--- config.mk ---
export PLATFORM = sky130hd
export DESIGN_NAME = proc_control
export DESIGN_NICKNAME = d
export VERILOG_FILES = /design/src/rtl/proc_control.sv
export SDC_FILE = /design/constraint.sdc
export NUM_CORES = 1
export LEC_CHECK = 0
export ABC_CLOCK_PERIOD_IN_PS = 2070
export CORE_UTILIZATION = 50
export CTS_BUF_LIST = sky130_fd_sc_hd__clkbuf_16
export DETAILED_ROUTE_END_ITERATION = 8
export DONT_BUFFER_PORTS = 1
export HOLD_SLACK_MARGIN = 0.1
export PLACE_DENSITY = 0.74
export SETUP_SLACK_MARGIN = 0.1
export SLEW_MARGIN = 20
export SYNTH_ARGS = -nofsm -noshare
export SYNTH_HDL_FRONTEND = slang
export SYNTH_SLANG_ARGS = --single-unit
--- constraint.sdc ---
create_clock -name Clock -period 2.07 [get_ports Clock]
set_input_delay 0.414 -clock Clock [delete_from_list [all_inputs] [get_ports Clock]]
set_output_delay 0.414 -clock Clock [all_outputs]
set_load 0.05 [all_outputs]
--- src/rtl/proc_control.sv ---
// proc_control: four-step (T0..T3) instruction sequencer for a simple bus-based processor.
// Outputs are decoded from the registered state and instruction register.
module proc_control (
    input  logic        Clock,
    input  logic        Resetn,
    input  logic        Run,
    input  logic [15:0] DIN,
    output logic        IRin,
    output logic [7:0]  Rin,
    output logic [7:0]  Rout,
    output logic        DINout,
    output logic        Gout,
    output logic        Ain,
    output logic        Gin,
    output logic        soma,
    output logic        add_sub,
    output logic        zero,
    output logic        comparacao,
    output logic        maior_menor,
    output logic        Done
);
    typedef enum logic [1:0] {T0, T1, T2, T3} state_t;
    localparam logic [2:0] OP_MV = 3'd0, OP_MVI = 3'd1, OP_ADD = 3'd2, OP_SUB = 3'd3,
                           OP_MVNZ = 3'd4, OP_SEQ = 3'd5, OP_SLT = 3'd6;
    state_t      state_q, state_d;
    logic [15:0] ir_q;
    logic [2:0]  opcode;
    logic [7:0]  x_dec, y_dec;
    logic        alu;
    assign opcode = ir_q[15:13];
    assign x_dec  = 8'd1 << ir_q[12:10];
    assign y_dec  = 8'd1 << ir_q[9:7];
    assign alu    = opcode inside {[OP_ADD:OP_SLT]};
    always_ff @(posedge Clock or negedge Resetn) begin
        if (!Resetn) begin
            state_q <= T0;
            ir_q    <= '0;
        end else begin
            state_q <= state_d;
            if (IRin) ir_q <= DIN;
        end
    end
    always_comb begin
        state_d     = state_q;
        IRin        = 1'b0;
        Rin         = '0;
        Rout        = '0;
        DINout      = 1'b0;
        Gout        = 1'b0;
        Ain         = 1'b0;
        Gin         = 1'b0;
        soma        = 1'b0;
        add_sub     = 1'b0;
        zero        = 1'b0;
        comparacao  = 1'b0;
        maior_menor = 1'b0;
        Done        = 1'b0;
        case (state_q)
            T0: begin
                // Gated by Resetn so nothing asserts while reset is held
                IRin    = Run & Resetn;
                state_d = Run ? T1 : T0;
            end
            T1: begin
                if (alu) begin
                    Rout    = x_dec;
                    Ain     = 1'b1;
                    state_d = T2;
                end else begin
                    Done    = 1'b1;
                    state_d = T0;
                    Rout    = (opcode == OP_MV) ? y_dec : '0;
                    DINout  = (opcode == OP_MVI);
                    Rin     = (opcode == OP_MV || opcode == OP_MVI) ? x_dec : '0;
                end
            end
            T2: begin
                Rout        = y_dec;
                Gin         = 1'b1;
                soma        = (opcode == OP_ADD) || (opcode == OP_SUB);
                add_sub     = (opcode == OP_SUB);
                zero        = (opcode == OP_MVNZ);
                comparacao  = (opcode == OP_SEQ);
                maior_menor = (opcode == OP_SLT);
                state_d     = T3;
            end
            T3: begin
                Gout    = 1'b1;
                Rin     = x_dec;
                Done    = 1'b1;
                state_d = T0;
            end
            default: state_d = T0;
        endcase
    end
endmodule

==> metrics, run 1 <==
die outline height between 40 and 50 um; cell row count 14; status stopped before the end; number of enable flip-flop cells after synthesis 0; dominant synthesized flop cell dfrtp_1; io pins between 40 and 50; Initial Util 0.5411; Cell variety after synth 30; Synth warnings 0; Synth top area share 0.3338; CTS HTree Levels 1; cell accounting for the most synthesized area dfrtp_1; Mapped Nets between 100 and 150; clk sinks 11; register area share after synthesis 0.3338; dpl ws -0.03730 ns; Max clock buf depth 2; largest cells by area after synthesis dfrtp_1 (33%), mux2_2 (14%), ha_1 (6.1%); Post-Syn Instances 84; Die X between 40 and 50 um; Halt Stage 4_1_cts; asr flop ratio synth 1.000; CTS Buf Count 3; Placer Congestion a little over 0.8; first error [ERROR DPL-0038] Utilization greater than 100%, impossible to legalize; root buffer cell clkbuf_16; post-detail-place hpwl about 2.2 mm; port buffer count 0; most common cell in the netlist dfrtp_1; Mean Syn Cell Area ~9.8 um2; placed inst area 1475 um2; Yosys reg bits 11; cell area after synthesis 824.5 um2; Post-synth top cells dfrtp_1 (11), mux2_2 (10), nor2_1 (7), o22ai_1 (7)
-- cell families after synthesis --
family,after synthesis,synth area share
simple gates,39,0.3081
compound gates,16,0.1335
flops,11,0.3338
mux,10,0.1366
buf+inv,4,0.02731
fa+ha+maj,4,0.06070
-- stage by stage --
stage | hold WS [ns] | utilization | std cells | setup TNS (ns)
global placement | 0.1187 | 0.9680 | 123 | 0
floorplan | 0.1184 | - | 84 | 0
detailed placement | 0.1187 | 0.9680 | 123 | -0.1208
==> inputs of run 2 (changes only) <==
==> config.mk (replaced) <==
export PLATFORM = sky130hd
export DESIGN_NAME = proc_control
export DESIGN_NICKNAME = d
export VERILOG_FILES = /design/src/rtl/proc_control.sv
export SDC_FILE = /design/constraint.sdc
export NUM_CORES = 1
export LEC_CHECK = 0
export ABC_CLOCK_PERIOD_IN_PS = 2070
export CORE_AREA = 2 2 63 65
export DETAILED_ROUTE_END_ITERATION = 8
export DIE_AREA = 0 0 65 67
export DONT_BUFFER_PORTS = 1
export PLACE_DENSITY_LB_ADDON = 0.15
export SLEW_MARGIN = 20
export SYNTH_ARGS = -nofsm -noshare
export SYNTH_HDL_FRONTEND = slang
export SYNTH_SLANG_ARGS = --single-unit
==> run 2 against run 1 <==
- the flow now finishes, with violations (negative setup slack)
- synthesized area unchanged
- synthesized cell count is the same
==> metrics, run 2 <==
status complete, but fails checks; failing checks negative setup slack; Top Registers ir_q: 9 flops, state_q: 1 flops; worst path bufs/invs 2; # DRC 0; router iterations before antenna repair 4; worst-path fanout max 4; CTS Buf Count 3; multi-input logic area between 700 and 800 um2; Worst setup EP type output port; Final Hold Vio Count 0; post-detail-place hpwl around 1.9 mm; Min-Delay Path Class in -> reg; first-pass GRT wire length ~3.7 mm; Worst Skew 0.003470 ns; reg-to-reg startpoint state_q[0]$_DFF_PN0_; Synth Area in Adders 0.06070; Synth Area in Simple Gates 0.3080; Top delay family on crit path simple AND/OR/NAND/NOR gates; Peak supply drop around 410 uV; Hold EP state_q[0]$_DFF_PN0_; worst-path cell chain inv_2, ha_4, nand2b_4, or3b_4, o22ai_4, buf_12; die area approximately 4400 um2; initial antenna violation count 0; dominant synthesized flop cell dfrtp_1; Area Overhead vs Synth 88.01%; Reg area between 200 and 300 um2; RSZ-0062 raised after global routing true; P per Cell Area roughly 1400 nW/um2; ANT nets after route 0; # Max-Cap Violations 0; Max clock buf depth 2; worst endpoint data arrival time between 1.5 and 2 ns; worst relative slew slack 0.6847; commonest non-fill, non-tap cells in the layout buf_4 (17), mux2_2 (10), dfrtp_1 (10), buf_12 (10), buf_6 (8); most common cell in the netlist dfrtp_1; Placer Congestion just under 0.8; share of layout cells above drive strength 1 0.6911; final instance area 1550 um2; asr flop ratio synth 1.000; global route overflow 0; crit path time final approximately 2.2 ns; CTS HTree Levels 1; register area share after synthesis 0.3338; vias in the first global route roughly 780; Final setup viols 8; final setup margin -0.08251 ns; Largest register FFs 9; Global Route Usage Sum 0.1130; Initial Util 0.2287; Mapped Nets ~110; via count a little over 800; slowest CP cell or3b_4; Core ar. 3606 um2; routed wire length per instance approximately 14 um; post-synthesis compound-gate area fraction 0.1335; placed inst area approximately 1400 um2; Post-synth top cells dfrtp_1 (11), mux2_2 (10), nor2_1 (7), o22ai_1 (7); WP data required approximately 1.7 ns; io pins 46; worst skew pair latency 0.23 ns; Cell variety after synth 30; fin util 0.4299; R2R Setup Slk ~0.74 ns; largest net degree at the start of global routing 12; largest cells by area after synthesis dfrtp_1 (33%), mux2_2 (14%), ha_1 (6.1%); number of enable flip-flop cells after synthesis 0; r2r endpoint ir_q[12]$_DFFE_PN0P_; cell accounting for the most synthesized area dfrtp_1; cell area after synthesis 824.5 um2; CTS tree done; clk sinks 11; commonest non-fill, non-tap cell in the layout buf_4; HP Start Run; Via density 4.725; reg2reg path depth 5; max-slew violations 0; Post-Syn Instances 84; WHS Path Cells 1; Clock transition at path regs 0.05 ns; fmax approximately 460 MHz; fillers between 300 and 400; Yosys reg bits 11; Routed WL about 2.3 mm; root buffer cell clkbuf_8; largest family of logic cells by synthesized area simple AND/OR/NAND/NOR gates; Synth warnings 0; Synth top area share 0.3338; Mean Syn Cell Area 9.816 um2; antenna diode count 0; crit start category flop; Critical Path Max Stage Delay 0.39 ns; dpl cells 162; cell row count 22; final net count around 150; port buffer count 0; die outline height approximately 67 um; Worst-Margin Slew ~0.47 ns; Synth Area in XOR/XNOR 0; Biggest register ir_q; Die X 65 um; LEAKAGE slightly below 0.6 nW; DR iter-0 viols 18; final non-filler cell total 171; final cycle utilization of the critical path 1.040; mux cell area share after synthesis 0.1366; Setup Crit Path Kind reg -> out
==> run 2: cell counts after synthesis <==
Identical to the previous run, type by type.
==> run 2: per-layer routing <==
metal,share of wire,global-route usage
met1,0.40,0.1316
met2,0.53,0.1959
met3,0.054,0.03378
met4,0.012,0.03989
met5,0,0
==> run 2: cells by family after synthesis <==
family,Yosys count
AOI/OAI and AO/OA,16
buffers and inverters,4
and+or+nand+nor,39
DFF,11
muxes,10
adders and majority gates,4
==> run 2: cell type report <==
class	instances	area share
timing repair buffer	36	0.2760
clock buffer	4	0.02906
sequential	11	0.1784
multi-input combinational	69	0.4705
tap	48	0.03874
inverter	3	0.007264
==> run 2: metrics by stage <==
step	TNS (ns)	worst slack (ns)	hold slack (ns)	power, mW
3_5_place_dp	0	0.05621	0.1187	1.768
5_1_grt	-1.501	-0.1476	0.3216	2.329
6_report	-0.3353	-0.08251	0.3284	2.189
3_3_place_gp	0	0.07131	0.1186	1.743
4_1_cts	-0.3226	-0.06669	0.3282	2.116
2_1_floorplan	-1.333	-0.1680	0.1184	1.386
==> run 2: timing repair <==
item | 4_1_cts | 5_1_grt
endpoints found under the hold margin | 11 | 0
gates resized for setup | 13 | 16
setup endpoints to repair | 16 | 18
buffers inserted | 3 | 1
pin swaps | 5 | 5
hold buffers | 1 | 0
==> run 2: how the worst max path moves through the flow <==
| stage | start | end | slack (ns) | depth (start not counted) |
|---|---|---|---|---|
| finish | state_q[0]$_DFF_PN0_ | Rout[2] | -0.08 | 6 |
| global route | state_q[0]$_DFF_PN0_ | Rout[6] | -0.15 | 6 |
| floorplan | state_q[0]$_DFF_PN0_ | Rin[1] | -0.17 | 3 |
| global placement | state_q[0]$_DFF_PN0_ | Rout[2] | 0.07 | 6 |
| CTS | state_q[0]$_DFF_PN0_ | Rout[6] | -0.07 | 6 |
| detailed placement | state_q[0]$_DFF_PN0_ | Rout[2] | 0.06 | 6 |
==> run 2: power breakdown <==
group	internal, mW	total [mW]	switching (mW)
Sequential	0.322	0.524	0.202
Clock	0.135	0.207	0.0725
Combinational	0.658	1.46	0.800
Power figures use the tool's default switching activity.
==> inputs of run 3 (changes only) <==
--- a/config.mk
+++ b/config.mk
@@ -10,6 +10,7 @@
 export DETAILED_ROUTE_END_ITERATION = 8
 export DIE_AREA = 0 0 65 67
 export DONT_BUFFER_PORTS = 1
+export GPL_TIMING_DRIVEN = 0
 export PLACE_DENSITY_LB_ADDON = 0.15
 export SLEW_MARGIN = 20
 export SYNTH_ARGS = -nofsm -noshare
==> run 3 against run 2 <==
- the flow still finishes with violations (negative setup slack)
- global-route usage increased by 0.39 points
- power increased by 3.9%
- clock power decreased by 2%
- combinational power increased by 3%
- worst setup slack got worse by 0.088 ns
- clock-buffer cell count unchanged
- sequential share of layout area increased by 1.9 points
- critical endpoint is now Rout[6]
- largest power group unchanged
==> metrics, run 3 (same netlist as run 2, synthesis figures left out) <==
fmax approximately 450 MHz; # Max-Cap Violations 0; die area between 4000 and 5000 um2; port buffer count 0; Biggest register ir_q; failing checks negative setup slack; Initial Util 0.2287; WP data required 1.66 ns; commonest non-fill, non-tap cells in the layout mux2_2 (10), dfrtp_1 (9), buf_4 (9); CTS Buf Count 3; crit start category flop; RSZ-0062 raised after global routing true; Critical Path Max Stage Delay 0.51 ns; largest net degree at the start of global routing 12; LEAKAGE between 0.4 and 0.5 nW; Clock transition at path regs ~0.04 ns; Min-Delay Path Class in -> reg; dpl ws -0.3013 ns; io pins 46; slowest CP cell o32ai_4; GR Layer Usage met2 0.2204; placed inst area approximately 1000 um2; CTS HTree Levels 1; global route overflow 0; fin util 0.3904; worst path bufs/invs 2; CTS tree done; final non-filler cell total between 150 and 200; power share of the combinational group 0.666; Global Route Usage Sum 0.1169; final setup margin -0.1701 ns; status complete, but fails checks; root buffer cell clkbuf_8; antenna diode count 0; register share of total power 0.245; dpl cells approximately 130; Switching Fraction 0.5238; commonest non-fill, non-tap cell in the layout mux2_2; Top delay family on crit path compound AO/OA/AOI/OAI gates; via count 740; share of layout cells above drive strength 1 0.7115; P per Cell Area approximately 1600 nW/um2; final net count approximately 130; Routed WL between 2 and 2.5 mm; crit path time final roughly 2.2 ns; Setup Crit Path Kind reg -> out; worst relative slew slack 0.6186; final instance area around 1400 um2; Final Hold Vio Count 0; ANT nets after route 0; Placer Congestion approximately 0.66; Area Overhead vs Synth 70.71%; initial antenna violation count 0; router iterations before antenna repair 3; Top Registers ir_q: 9 flops, state_q: 1 flops; Peak supply drop ~310 uV; Core ar. ~3600 um2; post-detail-place hpwl around 1.7 mm; Worst Skew 0.001271 ns; routed wire length per instance approximately 16 um; worst-path fanout max 4; Worst-Margin Slew ~0.57 ns; Final setup viols 19; multi-input logic area about 860 um2; DR iter-0 viols 25; Reg area roughly 280 um2; met3 usage 0.03378; worst-path cell chain inv_2, ha_4, nor4b_4, buf_4, nor2_4, o32ai_4; max-slew violations 0; Int Pwr around 1.1 mW; fillers 362; setup TNS -1.977 ns; routing usage on met1 0.1172; Via density 4.868; # DRC 0; die outline height 67 um; clock share of power 0.089; final cycle utilization of the critical path 1.082; GRT busiest layer met2; worst endpoint data arrival time approximately 1.8 ns; cell row count 22; vias in the first global route between 700 and 800; Max clock buf depth 2; first-pass GRT wire length about 3.8 mm; Die X ~65 um; worst skew pair latency about 0.23 ns; Largest register FFs 9; clk sinks 11; Worst setup EP type output port; switching power ~1.2 mW
run 3: metal layers:
metal | wire length [um] | share of wire | vias up
met4 | 34 | 0.014 | 0
li1 | - | - | 355
met2 | 1279 | 0.54 | 21
met5 | 0 | 0 | -
met1 | 895 | 0.38 | 360
met3 | 154 | 0.065 | 4
run 3: cell type report:
type | instances | share of cell area
plain buffers | 1 | 0.008000
clock buffers | 4 | 0.03200
inverters | 3 | 0.008000
multi-input cells | 69 | 0.6089
flip-flops and latches | 11 | 0.1973
well taps | 48 | 0.04267
repair buffers | 16 | 0.1031
run 3: path summary, 6_finish.rpt:
path	startpoint	endpoint	slack [ns]	depth (start not counted)
min	DIN[11]	ir_q[11]$_DFFE_PN0P_	0.33	1
min reg2reg	state_q[0]$_DFF_PN0_	flop	0.56	1
min in group asynchronous	Resetn	ir_q[14]$_DFFE_PN0P_	0.58	1
max	flop	Rout[6]	-0.17	6
max in group asynchronous	Resetn	ir_q[15]$_DFFE_PN0P_	1.13	1
max reg2reg	state_q[0]$_DFF_PN0_	ir_q[13]$_DFFE_PN0P_	0.71	4
run 3: power groups by stage:
stage               Sequential (mW)  Combinational, mW  Clock [mW]
detailed placement            0.513               1.03           0
global route                  0.585               1.60       0.227
CTS                           0.548               1.49       0.212
finish                        0.557               1.51       0.203
floorplan                     0.457              0.929           0
global placement              0.503               1.01           0
run 3: repair_timing:
item,4_1_cts,5_1_grt
endpoints found under the setup margin,23,22
hold endpoints to repair,11,0
hold buffers,1,0
pin swaps,19,13
setup buffers,13,2
resized for setup,50,5
run 3: metrics by stage:
| stage | total power, mW | hold slack [ns] |
|---|---|---|
| finish | 2.274 | 0.3296 |
| global route | 2.407 | 0.3207 |
| CTS | 2.246 | 0.3242 |
| detailed placement | 1.542 | 0.1188 |
| global placement | 1.512 | 0.1187 |
| floorplan | 1.386 | 0.1184 |
